**config.mk**
```make
export PLATFORM = sky130hd
export DESIGN_NAME = fp_round_pipe
export DESIGN_NICKNAME = d
export VERILOG_FILES = /design/src/rtl/fp_round_pipe.sv
export SDC_FILE = /design/constraint.sdc
export NUM_CORES = 1
export LEC_CHECK = 0
export BUFFER_PORTS_ARGS = -buffer_cell sky130_fd_sc_hd__buf_2
export CAP_MARGIN = 20
export CORE_UTILIZATION = 45
export CTS_CLUSTER_DIAMETER = 150
export DETAILED_ROUTE_END_ITERATION = 12
export HOLD_SLACK_MARGIN = 0.08
export PLACE_DENSITY = 0.67
export SKIP_LAST_GASP = 1
export SLEW_MARGIN = 20
export SYNTH_ARGS = -nofsm -noshare
export SYNTH_HDL_FRONTEND = slang
export SYNTH_SLANG_ARGS = --single-unit
```
**constraint.sdc**
```tcl
create_clock -name clk -period 3 [get_ports clk]
set_input_delay 0.3 -clock clk [delete_from_list [all_inputs] [get_ports clk]]
set_output_delay 0.3 -clock clk [all_outputs]
set_load 0.01 [all_outputs]
```
**src/rtl/fp_round_pipe.sv**
```systemverilog
// fp_round_pipe: IEEE rounding (RNE/RTZ/RUP/RDN), carry renormalise and pack with overflow/inexact/zero flags.
// Two register stages, latency 2; valid/ready both sides, a stalled stage holds all of its state.
module fp_round_pipe #(
  parameter int EXP_W  = 8,
  parameter int FRAC_W = 23
) (
  input  logic                    clk,
  input  logic                    res,
  input  logic                    in_valid,
  output logic                    in_ready,
  input  logic                    in_sign,
  input  logic [EXP_W:0]          in_exp,
  input  logic [FRAC_W+3:0]       in_man,
  input  logic [1:0]              in_mode,
  output logic                    out_valid,
  input  logic                    out_ready,
  output logic [EXP_W+FRAC_W:0]   out_result,
  output logic                    out_overflow,
  output logic                    out_inexact,
  output logic                    out_zero
);

  localparam logic [1:0] RNE = 2'b00;
  localparam logic [1:0] RTZ = 2'b01;
  localparam logic [1:0] RUP = 2'b10;
  localparam logic [1:0] RDN = 2'b11;

  logic en1, en2;

  // stage 1 state
  logic                s1_valid_q,   s1_valid_d;
  logic [FRAC_W+1:0]   s1_sum_q,     s1_sum_d;
  logic                s1_sign_q,    s1_sign_d;
  logic [EXP_W:0]      s1_exp_q,     s1_exp_d;
  logic [1:0]          s1_mode_q,    s1_mode_d;
  logic                s1_inexact_q, s1_inexact_d;
  logic                s1_hidden_q,  s1_hidden_d;

  // stage 2 (output) state
  logic                  out_valid_q,    out_valid_d;
  logic [EXP_W+FRAC_W:0] out_result_q,   out_result_d;
  logic                  out_overflow_q, out_overflow_d;
  logic                  out_inexact_q,  out_inexact_d;
  logic                  out_zero_q,     out_zero_d;

  logic              lsb, g, st, inc;
  logic [FRAC_W+1:0] sum;

  logic              carry, ovf, inf_sel;
  logic [EXP_W:0]    exp_adj;
  logic [FRAC_W-1:0] frac, frac_f;
  logic [EXP_W-1:0]  exp_f;

  assign en2      = ~out_valid_q | out_ready;
  assign en1      = ~s1_valid_q | en2;
  assign in_ready = en1;

  always_comb begin
    lsb = in_man[3];
    g   = in_man[2];
    st  = in_man[1] | in_man[0];
    case (in_mode)
      RNE:     inc = g & (st | lsb);
      RTZ:     inc = 1'b0;
      RUP:     inc = ~in_sign & (g | st);
      default: inc = in_sign & (g | st);
    endcase
    sum = {1'b0, in_man[FRAC_W+3:3]} + {{(FRAC_W+1){1'b0}}, inc};
  end

  always_comb begin
    s1_valid_d   = s1_valid_q;
    s1_sum_d     = s1_sum_q;
    s1_sign_d    = s1_sign_q;
    s1_exp_d     = s1_exp_q;
    s1_mode_d    = s1_mode_q;
    s1_inexact_d = s1_inexact_q;
    s1_hidden_d  = s1_hidden_q;
    if (en1) begin
      s1_valid_d = in_valid;
      if (in_valid) begin
        s1_sum_d     = sum;
        s1_sign_d    = in_sign;
        s1_exp_d     = in_exp;
        s1_mode_d    = in_mode;
        s1_inexact_d = g | st;
        s1_hidden_d  = in_man[FRAC_W+3];
      end
    end
  end

  always_comb begin
    carry = s1_sum_q[FRAC_W+1];
    frac  = s1_sum_q[FRAC_W-1:0];
    if (carry) begin
      frac    = s1_sum_q[FRAC_W:1];
      exp_adj = s1_exp_q + {{EXP_W{1'b0}}, 1'b1};
    end else if (!s1_hidden_q) begin
      // subnormal: rounding into the hidden position promotes it to the smallest normal
      exp_adj = {{EXP_W{1'b0}}, s1_sum_q[FRAC_W]};
    end else begin
      exp_adj = s1_exp_q;
    end
    ovf     = s1_exp_q[EXP_W] | (exp_adj >= {1'b0, {EXP_W{1'b1}}});
    inf_sel = (s1_mode_q == RNE) | ((s1_mode_q == RUP) & ~s1_sign_q) |
              ((s1_mode_q == RDN) & s1_sign_q);
    exp_f   = exp_adj[EXP_W-1:0];
    frac_f  = frac;
    if (ovf) begin
      if (inf_sel) begin
        exp_f  = {EXP_W{1'b1}};
        frac_f = {FRAC_W{1'b0}};
      end else begin
        exp_f  = {{(EXP_W-1){1'b1}}, 1'b0};
        frac_f = {FRAC_W{1'b1}};
      end
    end

    out_valid_d    = out_valid_q;
    out_result_d   = out_result_q;
    out_overflow_d = out_overflow_q;
    out_inexact_d  = out_inexact_q;
    out_zero_d     = out_zero_q;
    if (en2) begin
      out_valid_d = s1_valid_q;
      if (s1_valid_q) begin
        out_result_d   = {s1_sign_q, exp_f, frac_f};
        out_overflow_d = ovf;
        out_inexact_d  = s1_inexact_q | ovf;
        out_zero_d     = (exp_f == '0) && (frac_f == '0);
      end
    end
  end

  always_ff @(posedge clk or negedge res) begin
    if (!res) begin
      s1_valid_q     <= 1'b0;
      s1_sum_q       <= '0;
      s1_sign_q      <= 1'b0;
      s1_exp_q       <= '0;
      s1_mode_q      <= '0;
      s1_inexact_q   <= 1'b0;
      s1_hidden_q    <= 1'b0;
      out_valid_q    <= 1'b0;
      out_result_q   <= '0;
      out_overflow_q <= 1'b0;
      out_inexact_q  <= 1'b0;
      out_zero_q     <= 1'b0;
    end else begin
      s1_valid_q     <= s1_valid_d;
      s1_sum_q       <= s1_sum_d;
      s1_sign_q      <= s1_sign_d;
      s1_exp_q       <= s1_exp_d;
      s1_mode_q      <= s1_mode_d;
      s1_inexact_q   <= s1_inexact_d;
      s1_hidden_q    <= s1_hidden_d;
      out_valid_q    <= out_valid_d;
      out_result_q   <= out_result_d;
      out_overflow_q <= out_overflow_d;
      out_inexact_q  <= out_inexact_d;
      out_zero_q     <= out_zero_d;
    end
  end

  assign out_valid    = out_valid_q;
  assign out_result   = out_result_q;
  assign out_overflow = out_overflow_q;
  assign out_inexact  = out_inexact_q;
  assign out_zero     = out_zero_q;

endmodule

```
After elaboration in Yosys (flattened, before gate mapping)

Cells that the tools add are included.

Register bits: 76
Word-level logic and storage cells: 52

Add/sub/neg operators: 2
Order comparisons: 1
Eq/ne operators: 4
Multiplexer cells: 8
Bitwise operators: 18
Reduce and logical (&&, ||, !) cells: 7

Operator list:

| kind                                                 | count |
|---|---|
| two-way mux 23 bit                                   | 3 |
| adder 24 x 1 -> 25 bit                               | 1 |
| zero test 23 bit                                     | 1 |
| two-way mux 9 bit                                    | 2 |
| adder 9 x 1 -> 9 bit (second input constant)         | 1 |
| >= comparator 9 x 8 -> 1 bit (second input constant) | 1 |
| bitwise OR 1 bit                                     | 9 |
| zero test 8 bit                                      | 1 |
| two-way mux 8 bit                                    | 1 |
| equality test 2 bit (second input constant)          | 3 |
| AND 1 bit                                            | 5 |
| zero test 2 bit                                      | 2 |
| inverter 1 bit                                       | 4 |
| AND reduction 2 bit                                  | 2 |
| one-hot mux 1 bit (3 select lines)                   | 1 |
| equality test 2 x 1 -> 1 bit (second input constant) | 1 |
| logical AND 1 bit                                    | 1 |
| two-way mux 1 bit                                    | 1 |

Longest topological paths before layout

Gate-level depths: netlist of run 1.

Word-level depth: 8
Depth in mapped cells: 11
Mapped depth without buffers: 11

Worst setup path before layout of run 1

No wires, ideal clock.

Kind: register to register
From: reg s1_exp_q[1]
To: reg out_result_q[10] (netlist: out_result[10])
Library setup time: 0.111 ns
Arrival time: 2.236 ns
Required time: 2.889 ns
Setup slack: 0.653 ns
Stages on the path, launching flop included: 9
Buffers on the path: 2
Period minus slack after synthesis: 2.347 ns
Path through: dfrtp_1 > ha_1 > buf_2 > nand2b_1 > a31oi_1 > o2111ai_2 > o311a_4 > buf_6 > a2111oi_2

Longest elaborated chain between the ends: 5

RTL lines:

| what                                                             | line   | source |
|---|---|---|
| from (decl)                                                      | 34     | `logic [EXP_W:0] s1_exp_q, s1_exp_d;` |
| from (signal assigned)                                           | 153    | `s1_exp_q <= s1_exp_d;` |
| adder 9 x 1 -> 9 bit / two-way mux 9 bit (equally long branches) | 97, 98 |  |
| two-way mux 9 bit (*)                                            | 95     | `if (carry) begin` |
| >= comparator 9 x 8 -> 1 bit (*)                                 | 104    | `ovf = s1_exp_q[EXP_W] \| (exp_adj >= {1'b0, {EXP_W{1'b1}}});` |
| bitwise OR 1 bit (*)                                             | 104    |  |
| two-way mux 23 bit (*)                                           | 109    | `if (ovf) begin` |
| to (signal assigned)                                             | 158    | `out_result_q <= out_result_d;` |
| to (decl)                                                        | 41     | `logic [EXP_W+FRAC_W:0] out_result_q, out_result_d;` |

Every way passes the cells marked *; elsewhere a longest branch is shown, timed or not.
A chain may end at the register's enable or synchronous reset.

Worst setup path in the final report of run 1

From: reg s1_exp_q[1]
To: reg out_result_q[1] (netlist: out_result[1])

The elaborated chain is that of the path after synthesis.

==> reports/qor.tcl, run 1 <==
set qor(run_status) {complete, no violations}
set qor(grt_util_all_layers_pct) 20.8
set qor(totalWireLength_um) 9750
set qor(synthesized_nets) 462
set qor(fp.dieH_um) 99.6
set qor(achievable-frequency_ghz) 0.364
set qor(pin_count) 80
set qor(p_total_mw) 3.03
set qor(layout_area_growth_over_synthesis_pct) 16.5
set qor(post-dp-hpwl_um) 7310
set qor(synth_async_sr_flop_share_pct) 100
set qor(stdcell_count) 622
set qor(timing.critical_path.from_type) {flop}
set qor(grt_busiest_layer) {met2}
set qor(critical-path-top-delay-family) {compound AO/OA/AOI/OAI gates}
set qor(reg2reg_to) {out_result[1]}
set qor(grt_first_pass_wirelength_um) 15900
set qor(final_period_minus_worst_setup_slack_ns) 2.74
set qor(slew_violations) 0
set qor(netlist-cell-type-count) 50
set qor(critical_path.startpoint) {s1_exp_q[1]}
set qor(cp_cell_sequence) {ha_1 > nand4_1 > mux2i_1 > o2111ai_2 > o311a_4 > a2111oi_0}
set qor(final_util_pct) 54.0
set qor(initial_core_util_pct) 46.4
set qor(worst-setup-path-type) {reg -> reg}
set qor(ys_ff_latch) 76
set qor(cts_max_level) 3
set qor(clock-sinks) 76
set qor(unrepaired_setup_endpoints_after_global_routing) {no}
set qor(hold_violations) 0
set qor(synth_enable_flop_cells) 0
set qor(worst-endpoint-arrival_ns) 2.96
set qor(mostFrequentLayoutCells) {buf_2 (79), dfrtp_1 (75), nand2_1 (46)}
set qor(critical_path.slowest_cell) {o311a_4}
set qor(globalRouteMet3Util_pct) 4.08
set qor(static_leak_nw) 1.99
set qor(final_layout_size_suffix_gt1_share_pct) 29.6
set qor(avgViaCountPerCell) 5.52
set qor(globalRouteMet2Util_pct) 30.6
set qor(gr-total-overflow) 0
set qor(core-area_um2) 9240
set qor(pwr_density_cell_nw_per_um2) 606
set qor(maxCapViolations) 0
set qor(cp.buffers_inverters) 0
set qor(timing.setup.tns_ns) 0
set qor(min_period_over_period_pct) 91.5
set qor(die_w_um) 99.6
set qor(cts_root_buffer) {clkbuf_8}
set qor(place_congestion) 0.867
set qor(n_antenna_cell) 0
set qor(io_buffers) 79
set qor(cts.repair.resized) 0
set qor(critical_path.max_fanout) 26
set qor(die_area_um2) 9920
set qor(timing.critical_path.required_ns) 3.21
set qor(tightestPinTransition_ns) 0.766
set qor(crit_path_max_incr_delay_ns) 0.59
set qor(sequential_cell_area_um2) 1900
set qor(hold_slack_ns) 0.172
set qor(drt_pre_antenna_iters) 4
set qor(finalWorstSetupSlack_ns) 0.255
set qor(grt_pass1_vias) 3215
set qor(dp_cell_count) 606
set qor(clk_path_buf_depth) 2
set qor(layout.cells.most_common) {buf_2}
set qor(routed-via-count) 3434
set qor(drc) 0
set qor(finalInstanceArea_um2) 4990
set qor(worstSetupEndpoint) {out_result[1]}
set qor(met1_usage_pct) 30.0
set qor(hold_path.class) {in -> reg}
set qor(cts_made_buffers) 9
set qor(holdBufCountCts) 1
set qor(synth_flop_cell) {dfrtp_1}
set qor(post_synth.cell_area_avg_um2) 10.3
set qor(setup_viol_count_final) 0
set qor(postSynthCellCount) 416
set qor(grt_antenna_before_repair) 0
set qor(detailedRoute.firstIterationViolations) 127
set qor(worst_slew_margin_rel_pct) 49.0
set qor(rr_worst_depth) 6
set qor(yosysWarningCount) 0
set qor(preCtsSetupSlack_ns) 0.284
set qor(critical_path.reg2reg.startpoint) {s1_exp_q[1]}
set qor(layout.filler_cells) 874
set qor(placement_stage_cell_area_um2) 4780
set qor(cts.clk_slew.worst_paths_ns) 0.08
set qor(wl_per_cell_um) 15.7
set qor(critical_path.endpoint_type) {flop}
set qor(vdd_ir_drop_max_mv) 0.222
set qor(multi_input_comb_area_um2) 2240
set qor(post_cts.repair.setup_buffers) 0
set qor(mappedNetlistArea_um2) 4290
set qor(reg2reg_setup_slack_ns) 0.26
set qor(synth_seq_area_share_pct) 44.4
set qor(cp_num_cells) 6
set qor(cts_tree) {done}
set qor(final_nets) 535
set qor(floorplan.rows) 35
set qor(clock_skew_ns) 0.0129
set qor(maximum_number_of_pins_on_one_net_before_global_route_repair) 44
set qor(final_antenna_violating_net_count) 0
set qor(clk_latency_ns) 0.35
layout make-up:
| cell class | instances | share of cell area [%] |
|---|---|---|
| clock buffer | 11 | 3.03 |
| clock inverter | 4 | 0.977 |
| inverter | 4 | 0.301 |
| multi-input combinational | 311 | 44.9 |
| sequential | 76 | 38.1 |
| tap | 129 | 3.23 |
| timing repair buffer | 87 | 9.42 |
power by group:
group | internal [mW] | switching (mW) | leakage [nW]
Combinational | 0.384 | 0.448 | 1.00
Clock | 0.424 | 0.360 | 0.105
Sequential | 1.23 | 0.177 | 0.879
Total | 2.04 | 0.985 | 1.99
synthesized netlist by cell type (2+ instances only):
cell type  count  share of area (%)
dfrtp_1       76                 44
nand2_1       47                4.1
nor2_1        46                4.0
o21ai_0       30                3.5
mux2i_1       25                5.8
mux2_2        19                5.0
a2111oi_2     13                4.6
xnor2_1       13                2.7
clkbuf_1      11               0.96
nand3_1       11                1.3
xor2_1        11                2.2
nand4_1       10                1.5
and3_1         9                1.3
nor3_1         9                1.1
a21oi_1        7               0.82
nor4_1         6               0.88
a2111oi_1      5                1.2
a31oi_1        5               0.73
nand2b_1       5               0.73
a2111oi_4      4                2.6
and4_1         4               0.82
buf_2          4               0.47
inv_1          4               0.35
buf_1          3               0.26
buf_6          3               0.79
ha_1           3               0.88
nand3b_1       3               0.53
a211oi_1       2               0.35
and2_1         2               0.29
buf_4          2               0.35
clkbuf_2       2               0.23
o211ai_1       2               0.35
o31a_1         2               0.41
o31ai_1        2               0.35
kinds of logic after synthesis:
kind of cell / after synthesis / synth area share, %
and+or+nand+nor: 157 / 17.7
AOI/OAI and AO/OA: 83 / 17.9
DFF: 76 / 44.4
muxes: 44 / 10.8
buffers and inverters: 29 / 3.41
xor gates and xnor gates: 24 / 4.90
adders and majority gates: 3 / 0.876
routing by layer:
metal | wire [um] | vias to the layer above
met5 | 0 | -
met4 | 197 | 0
met3 | 344 | 17
met2 | 4380 | 81
met1 | 4830 | 1662
li1 | - | 1674
registers in the layout (all words and copies together) (netlist names), 2 cells and up:
signal,flops
s1_sum_q,25
s1_mode_q,2
s1_exp_q,9
out_result,32
worst min path at each step:
stage / start / end / slack [ns] / depth (start not counted)
after floorplan: res / out_inexact / 0.004 / 0
after global placement: res / out_result[12] / 0.41 / 1
after detailed placement: res / out_result[11] / 0.41 / 1
after CTS: in_valid / s1_valid_q / 0.16 / 2
after global routing: in_valid / s1_valid_q / 0.17 / 2
final: in_valid / s1_valid_q / 0.17 / 2
Note: power is estimated with default switching activity, not from simulation.
==> run 2: changes to the inputs <==
--- a/config.mk
+++ b/config.mk
@@ -13,4 +13,5 @@
 export HOLD_SLACK_MARGIN = 0.08
 export PLACE_DENSITY = 0.67
+export REMOVE_ABC_BUFFERS = 1
 export SKIP_LAST_GASP = 1
 export SLEW_MARGIN = 20
==> constraint.sdc (replaced) <==
create_clock -name clk -period 3 [get_ports clk]
set_input_delay 0.3 -clock clk [delete_from_list [all_inputs] [get_ports clk]]
set_output_delay 0.3 -clock clk [all_outputs]
set_load 0.02 [all_outputs]
==> reports/qor.tcl, run 2 (synthesis results as in run 1) <==
set qor(run_status) {complete, no violations} ;# unchanged
set qor(preCtsSetupSlack_ns) 0.250 ;# was 0.284 ns
set qor(cts.clk_slew.worst_paths_ns) 0.08 ;# about the same
set qor(cts_root_buffer) {clkbuf_8} ;# unchanged
set qor(mostFrequentLayoutCells) {buf_2 (78), dfrtp_1 (75), nand2_1 (46)} ;# was buf_2 (79), dfrtp_1 (75), nand2_1 (46)
set qor(final_layout_size_suffix_gt1_share_pct) 29.8 ;# was 29.6%
set qor(critical_path.max_fanout) 26 ;# unchanged
set qor(setup_viol_count_final) 0 ;# unchanged
set qor(worst-endpoint-arrival_ns) 3.00 ;# was 2.96 ns
set qor(layout.cells.most_common) {buf_2} ;# unchanged
set qor(timing.critical_path.required_ns) 3.23 ;# was 3.21 ns
set qor(avgViaCountPerCell) 5.57 ;# was 5.52
set qor(min_period_over_period_pct) 92.4 ;# was 91.5%
set qor(io_buffers) 79 ;# unchanged
set qor(clk_latency_ns) 0.35 ;# about the same
set qor(cp.buffers_inverters) 0 ;# unchanged
set qor(vdd_ir_drop_max_mv) 0.216 ;# was 0.222 mV
set qor(grt_antenna_before_repair) 0 ;# unchanged
set qor(clock-sinks) 76 ;# unchanged
set qor(core-area_um2) 9240 ;# unchanged
set qor(detailedRoute.firstIterationViolations) 126 ;# was 127
set qor(switching_share_pct) 34.7 ;# was 32.5%
set qor(n_antenna_cell) 0 ;# unchanged
set qor(clk_path_buf_depth) 2 ;# unchanged
set qor(layout.filler_cells) 871 ;# was 874
set qor(finalWorstSetupSlack_ns) 0.229 ;# was 0.255 ns
set qor(critical-path-top-delay-family) {compound AO/OA/AOI/OAI gates} ;# unchanged
set qor(worst_slew_margin_rel_pct) 34.4 ;# was 49.0%
set qor(place_congestion) 0.915 ;# was 0.867
set qor(critical_path.reg2reg.startpoint) {s1_exp_q[0]} ;# was s1_exp_q[1]
set qor(layout_area_growth_over_synthesis_pct) 16.5 ;# about the same
set qor(final_antenna_violating_net_count) 0 ;# unchanged
set qor(drt_pre_antenna_iters) 4 ;# unchanged
set qor(power_frac_seq_pct) 44.4 ;# was 46.6%
set qor(final_period_minus_worst_setup_slack_ns) 2.77 ;# was 2.74 ns
set qor(unrepaired_setup_endpoints_after_global_routing) {no} ;# unchanged
set qor(worst-setup-path-type) {reg -> reg} ;# unchanged
set qor(gr-total-overflow) 0 ;# unchanged
set qor(timing.critical_path.from_type) {flop} ;# unchanged
set qor(power.internal_mw) 2.09 ;# was 2.04 mW
set qor(wl_per_cell_um) 16.1 ;# was 15.7 um
set qor(critical_path.endpoint_type) {flop} ;# unchanged
set qor(tightestPinTransition_ns) 0.981 ;# was 0.766 ns
set qor(cp_cell_sequence) {ha_1 > nand4_1 > mux2i_1 > o2111ai_2 > o311a_4 > a2111oi_1} ;# was ha_1 > nand4_1 > mux2i_1 > o2111ai_2 > o311a_4 > a2111oi_0
set qor(initial_core_util_pct) 46.4 ;# unchanged
set qor(maximum_number_of_pins_on_one_net_before_global_route_repair) 77 ;# was 44
set qor(cts.repair.resized) 0 ;# unchanged
set qor(final_util_pct) 54.1 ;# was 54.0%
set qor(hold_violations) 0 ;# unchanged
set qor(post-dp-hpwl_um) 7110 ;# was 7310 um
set qor(cts_made_buffers) 9 ;# unchanged
set qor(cts_tree) {done} ;# unchanged
set qor(critical_path.startpoint) {s1_exp_q[0]} ;# was s1_exp_q[1]
set qor(largest_register_ffs) 32 ;# unchanged
set qor(die_area_um2) 9920 ;# unchanged
set qor(die_w_um) 99.6 ;# unchanged
set qor(comb_power_share_pct) 28.9 ;# was 27.5%
set qor(post_cts.repair.setup_buffers) 0 ;# unchanged
set qor(static_leak_nw) 1.99 ;# about the same
set qor(drc) 0 ;# unchanged
set qor(pwr_density_cell_nw_per_um2) 640 ;# was 606 nW/um2
set qor(slew_violations) 0 ;# unchanged
set qor(placement_stage_cell_area_um2) 4780 ;# about the same
set qor(achievable-frequency_ghz) 0.361 ;# was 0.364 GHz
set qor(grt_pass1_vias) 3339 ;# was 3215
set qor(cts_max_level) 3 ;# unchanged
set qor(critical_path.slowest_cell) {o311a_4} ;# unchanged
set qor(pin_count) 80 ;# unchanged
set qor(finalInstanceArea_um2) 5000 ;# was 4990 um2
set qor(final_nets) 535 ;# unchanged
set qor(maxCapViolations) 0 ;# unchanged
set qor(hold_path.class) {in -> async} ;# was in -> reg
set qor(holdBufCountCts) 0 ;# was 1
set qor(grt_util_all_layers_pct) 21.5 ;# was 20.8%
set qor(power.switching_mw) 1.11 ;# was 985 uW
set qor(power_frac_clock_pct) 26.7 ;# was 25.9%
set qor(floorplan.rows) 35 ;# unchanged
set qor(fp.dieH_um) 99.6 ;# unchanged
set qor(totalWireLength_um) 10000 ;# was 9750 um
set qor(clock_skew_ns) 0.00706 ;# was 0.0129 ns
set qor(hold_slack_ns) 0.0804 ;# was 0.172 ns
set qor(crit_path_max_incr_delay_ns) 0.60 ;# was 0.59 ns
set qor(routed-via-count) 3473 ;# was 3434
set qor(grt_first_pass_wirelength_um) 16500 ;# was 15900 um
## run 2: cell type report
class / instances / area, um2 / share of cell area (%)
Multi-Input combinational cell: 311 / 2240 / 44.9
Sequential cell: 76 / 1900 / 38.1
Timing Repair Buffer: 87 / 458 / 9.17
Tap cell: 129 / 161 / 3.23
Clock buffer: 10 / 128 / 2.55
Clock inverter: 6 / 87.6 / 1.75
Inverter: 4 / 15.0 / 0.301
## run 2: layer usage
| layer | wire length [um] | vias to the layer above | track usage, % |
|---|---|---|---|
| met3 | 421 | 13 | 4.08 |
| met4 | 123 | 0 | 7.24 |
| met1 | 4630 | 1688 | 28.9 |
| met2 | 4830 | 100 | 35.0 |
| met5 | 0 | - | 0 |
| li1 | - | 1672 | - |
## run 2: stage by stage
stage	setup TNS, ns	instances	power, mW
after CTS	0	623	3.23
final	0	623	3.20
after detailed placement	0	607	2.37
after global placement	0	607	2.35
after global routing	0	623	3.38
after floorplan	-16.88	391	2.02
## run 2: path summary, 6_finish.rpt
| kind | to | slack (ns) | cells past startpoint |
|---|---|---|---|
| setup / recovery | out_result[5] | 0.23 | 6 |
| hold / removal | out_valid | 0.08 | 1 |
| setup reg to reg | out_result[5] | 0.23 | 6 |
| hold reg to reg | out_zero | 0.49 | 2 |
| max in group asynchronous | s1_sum_q[24] | 2.22 | 1 |
| min in group clk | s1_valid_q | 0.17 | 2 |
## run 2: power groups by stage
stage               sequential (mW)  clock, mW  combinational (mW)
finish                         1.42      0.853               0.925
global route                   1.45      0.912                1.02
CTS                            1.42      0.879               0.938
detailed placement             1.44          0               0.936
global placement               1.43          0               0.915
floorplan                      1.56          0               0.461
==> run 3: changes to the inputs <==
- CORE_ASPECT_RATIO: default -> 1.25
==> reports/qor.tcl, run 3 (synthesis results as in run 1) <==
set qor(run_status) {complete, no violations} ;# unchanged
set qor(floorplan.rows) 39 ;# was 35
set qor(final_period_minus_worst_setup_slack_ns) 2.74 ;# was 2.77 ns
set qor(setup_viol_count_final) 0 ;# unchanged
set qor(cp.buffers_inverters) 0 ;# unchanged
set qor(pin_count) 80 ;# unchanged
set qor(pwr_density_cell_nw_per_um2) 663 ;# was 640 nW/um2
set qor(maximum_number_of_pins_on_one_net_before_global_route_repair) 77 ;# unchanged
set qor(drt_pre_antenna_iters) 4 ;# unchanged
set qor(reg2reg_to) {out_result[1]} ;# was out_result[5]
set qor(dp_cell_count) 600 ;# was 607
set qor(critical-path-top-delay-family) {compound AO/OA/AOI/OAI gates} ;# unchanged
set qor(post-dp-hpwl_um) 7040 ;# was 7110 um
set qor(hold_violations) 0 ;# unchanged
set qor(achievable-frequency_ghz) 0.365 ;# was 0.361 GHz
set qor(sequential_cell_area_um2) 1900 ;# unchanged
set qor(clock-sinks) 76 ;# unchanged
set qor(fp.dieH_um) 111 ;# was 99.6 um
set qor(totalWireLength_um) 9890 ;# was 10000 um
set qor(largest_register_ffs) 32 ;# unchanged
set qor(static_leak_nw) 2.00 ;# was 1.99 nW
set qor(switching_share_pct) 34.3 ;# was 34.7%
set qor(multi_input_comb_area_um2) 2250 ;# was 2240 um2
set qor(cts_made_buffers) 9 ;# unchanged
set qor(cts_root_buffer) {clkbuf_16} ;# was clkbuf_8
set qor(initial_core_util_pct) 46.7 ;# was 46.4%
set qor(preCtsSetupSlack_ns) 0.210 ;# was 0.250 ns
set qor(timing.critical_path.required_ns) 3.20 ;# was 3.23 ns
set qor(unrepaired_setup_endpoints_after_global_routing) {no} ;# unchanged
set qor(tightestPinTransition_ns) 0.958 ;# was 0.981 ns
set qor(slew_violations) 0 ;# unchanged
set qor(n_antenna_cell) 0 ;# unchanged
set qor(gr-total-overflow) 0 ;# unchanged
set qor(post_cts.repair.setup_buffers) 0 ;# unchanged
set qor(drc) 0 ;# unchanged
set qor(worst_slew_margin_rel_pct) 36.1 ;# was 34.4%
set qor(final_nets) 534 ;# was 535
set qor(power_frac_seq_pct) 42.3 ;# was 44.4%
set qor(cp_num_cells) 6 ;# unchanged
set qor(place_congestion) 0.887 ;# was 0.915
set qor(crit_path_max_incr_delay_ns) 0.60 ;# about the same
set qor(maxCapViolations) 0 ;# unchanged
set qor(detailedRoute.firstIterationViolations) 186 ;# was 126
set qor(reg2reg_setup_slack_ns) 0.26 ;# was 0.23 ns
set qor(rr_worst_depth) 6 ;# unchanged
set qor(finalWorstSetupSlack_ns) 0.258 ;# was 0.229 ns
set qor(min_period_over_period_pct) 91.4 ;# was 92.4%
set qor(worst-endpoint-arrival_ns) 2.94 ;# was 3.00 ns
set qor(timing.critical_path.from_type) {flop} ;# unchanged
set qor(final_antenna_violating_net_count) 0 ;# unchanged
set qor(grt_first_pass_wirelength_um) 16400 ;# was 16500 um
set qor(clk_latency_ns) 0.34 ;# was 0.35 ns
set qor(vdd_ir_drop_max_mv) 0.338 ;# was 0.216 mV
set qor(cts_tree) {done} ;# unchanged
set qor(power.internal_mw) 2.20 ;# was 2.09 mW
set qor(critical_path.slowest_cell) {o311a_4} ;# unchanged
set qor(critical_path.max_fanout) 26 ;# unchanged
set qor(grt_antenna_before_repair) 0 ;# unchanged
set qor(die_w_um) 89.3 ;# was 99.6 um
set qor(avgViaCountPerCell) 5.56 ;# was 5.57
set qor(grt_util_all_layers_pct) 21.8 ;# was 21.5%
set qor(p_total_mw) 3.35 ;# was 3.20 mW
set qor(stdcell_count) 616 ;# was 623
set qor(worst-setup-path-type) {reg -> reg} ;# unchanged
set qor(comb_power_share_pct) 27.7 ;# was 28.9%
set qor(core-area_um2) 9170 ;# was 9240 um2
set qor(clock_skew_ns) 0.00749 ;# was 0.00706 ns
set qor(cts.clk_slew.worst_paths_ns) 0.06 ;# was 0.08 ns
set qor(layout.cells.most_common) {buf_2} ;# unchanged
set qor(hold_path.class) {in -> async} ;# unchanged
set qor(routed-via-count) 3422 ;# was 3473
set qor(clk_path_buf_depth) 2 ;# unchanged
set qor(cp_cell_sequence) {ha_2 > nand4_1 > mux2i_1 > o2111ai_2 > o311a_4 > a2111oi_0} ;# was ha_1 > nand4_1 > mux2i_1 > o2111ai_2 > o311a_4 > a2111oi_1
set qor(mostFrequentLayoutCells) {buf_2 (78), dfrtp_1 (75), nand2_1 (46)} ;# unchanged
set qor(power_frac_clock_pct) 30.0 ;# was 26.7%
set qor(critical_path.reg2reg.startpoint) {s1_exp_q[0]} ;# unchanged
set qor(die_area_um2) 9920 ;# about the same
set qor(grt_pass1_vias) 3363 ;# was 3339
set qor(io_buffers) 79 ;# unchanged
set qor(layout_area_growth_over_synthesis_pct) 17.7 ;# was 16.5%
set qor(holdBufCountCts) 0 ;# unchanged
set qor(critical_path.endpoint_type) {flop} ;# unchanged
set qor(power.switching_mw) 1.15 ;# was 1.11 mW
set qor(final_layout_size_suffix_gt1_share_pct) 30.0 ;# was 29.8%
set qor(layout.filler_cells) 864 ;# was 871
set qor(wl_per_cell_um) 16.1 ;# about the same
set qor(cts_max_level) 3 ;# unchanged
==> run 3: worst max-delay path by stage <==
stage | startpoint | endpoint | slack, ns
2_1_floorplan | s1_sum_q[24] | out_result[1] | -0.87
3_3_place_gp | s1_exp_q[0] | out_result[1] | 0.40
3_5_place_dp | s1_exp_q[0] | out_result[1] | 0.21
4_1_cts | s1_exp_q[0] | out_result[1] | 0.19
5_1_grt | s1_exp_q[0] | out_result[1] | 0.01
6_report | s1_exp_q[0] | out_result[1] | 0.26
==> run 3: metrics by stage <==
step           utilization, %  hold slack [ns]  setup TNS (ns)  area (um2)
4_1_cts                  55.0            0.158               0        5040
5_1_grt                  55.0            0.198               0        5050
3_3_place_gp             52.0            0.465               0        4770
3_5_place_dp             52.0            0.470               0        4770
6_report                 55.0            0.119               0        5050
2_1_floorplan               -          0.00441          -16.88        4160
==> run 3: what timing repair did <==
item / CTS / global route
endpoints found under the hold margin: 0 / 0
gates resized for setup: 0 / 1
setup endpoints to repair: 0 / 4
==> run 3: power by group through the flow <==
stage | Combinational (mW) | Clock [mW] | Sequential, mW
4_1_cts | 0.938 | 1.03 | 1.42
3_3_place_gp | 0.915 | 0 | 1.43
3_5_place_dp | 0.936 | 0 | 1.43
2_1_floorplan | 0.461 | 0 | 1.56
6_report | 0.927 | 1.00 | 1.42
5_1_grt | 1.02 | 1.06 | 1.45
==> run 3: area by class of cell <==
type | count | share of cell area (%)
Multi-Input combinational cell | 311 | 44.5
Sequential cell | 76 | 37.7
Timing Repair Buffer | 86 | 8.92
Clock buffer | 10 | 4.73
Tap cell | 123 | 3.05
Clock inverter | 6 | 0.793
Inverter | 4 | 0.297
==> run 3: metal layers <==
layer  part of all wire, %  GRT usage, %  up-vias  wire length [um]
met5                     0             0        -                 0
met2                    51          35.7       84              5040
met1                    43          28.0     1640              4300
li1                      -             -     1679                 -
met4                   1.9          8.47        0               184
met3                   3.7          4.10       19               370
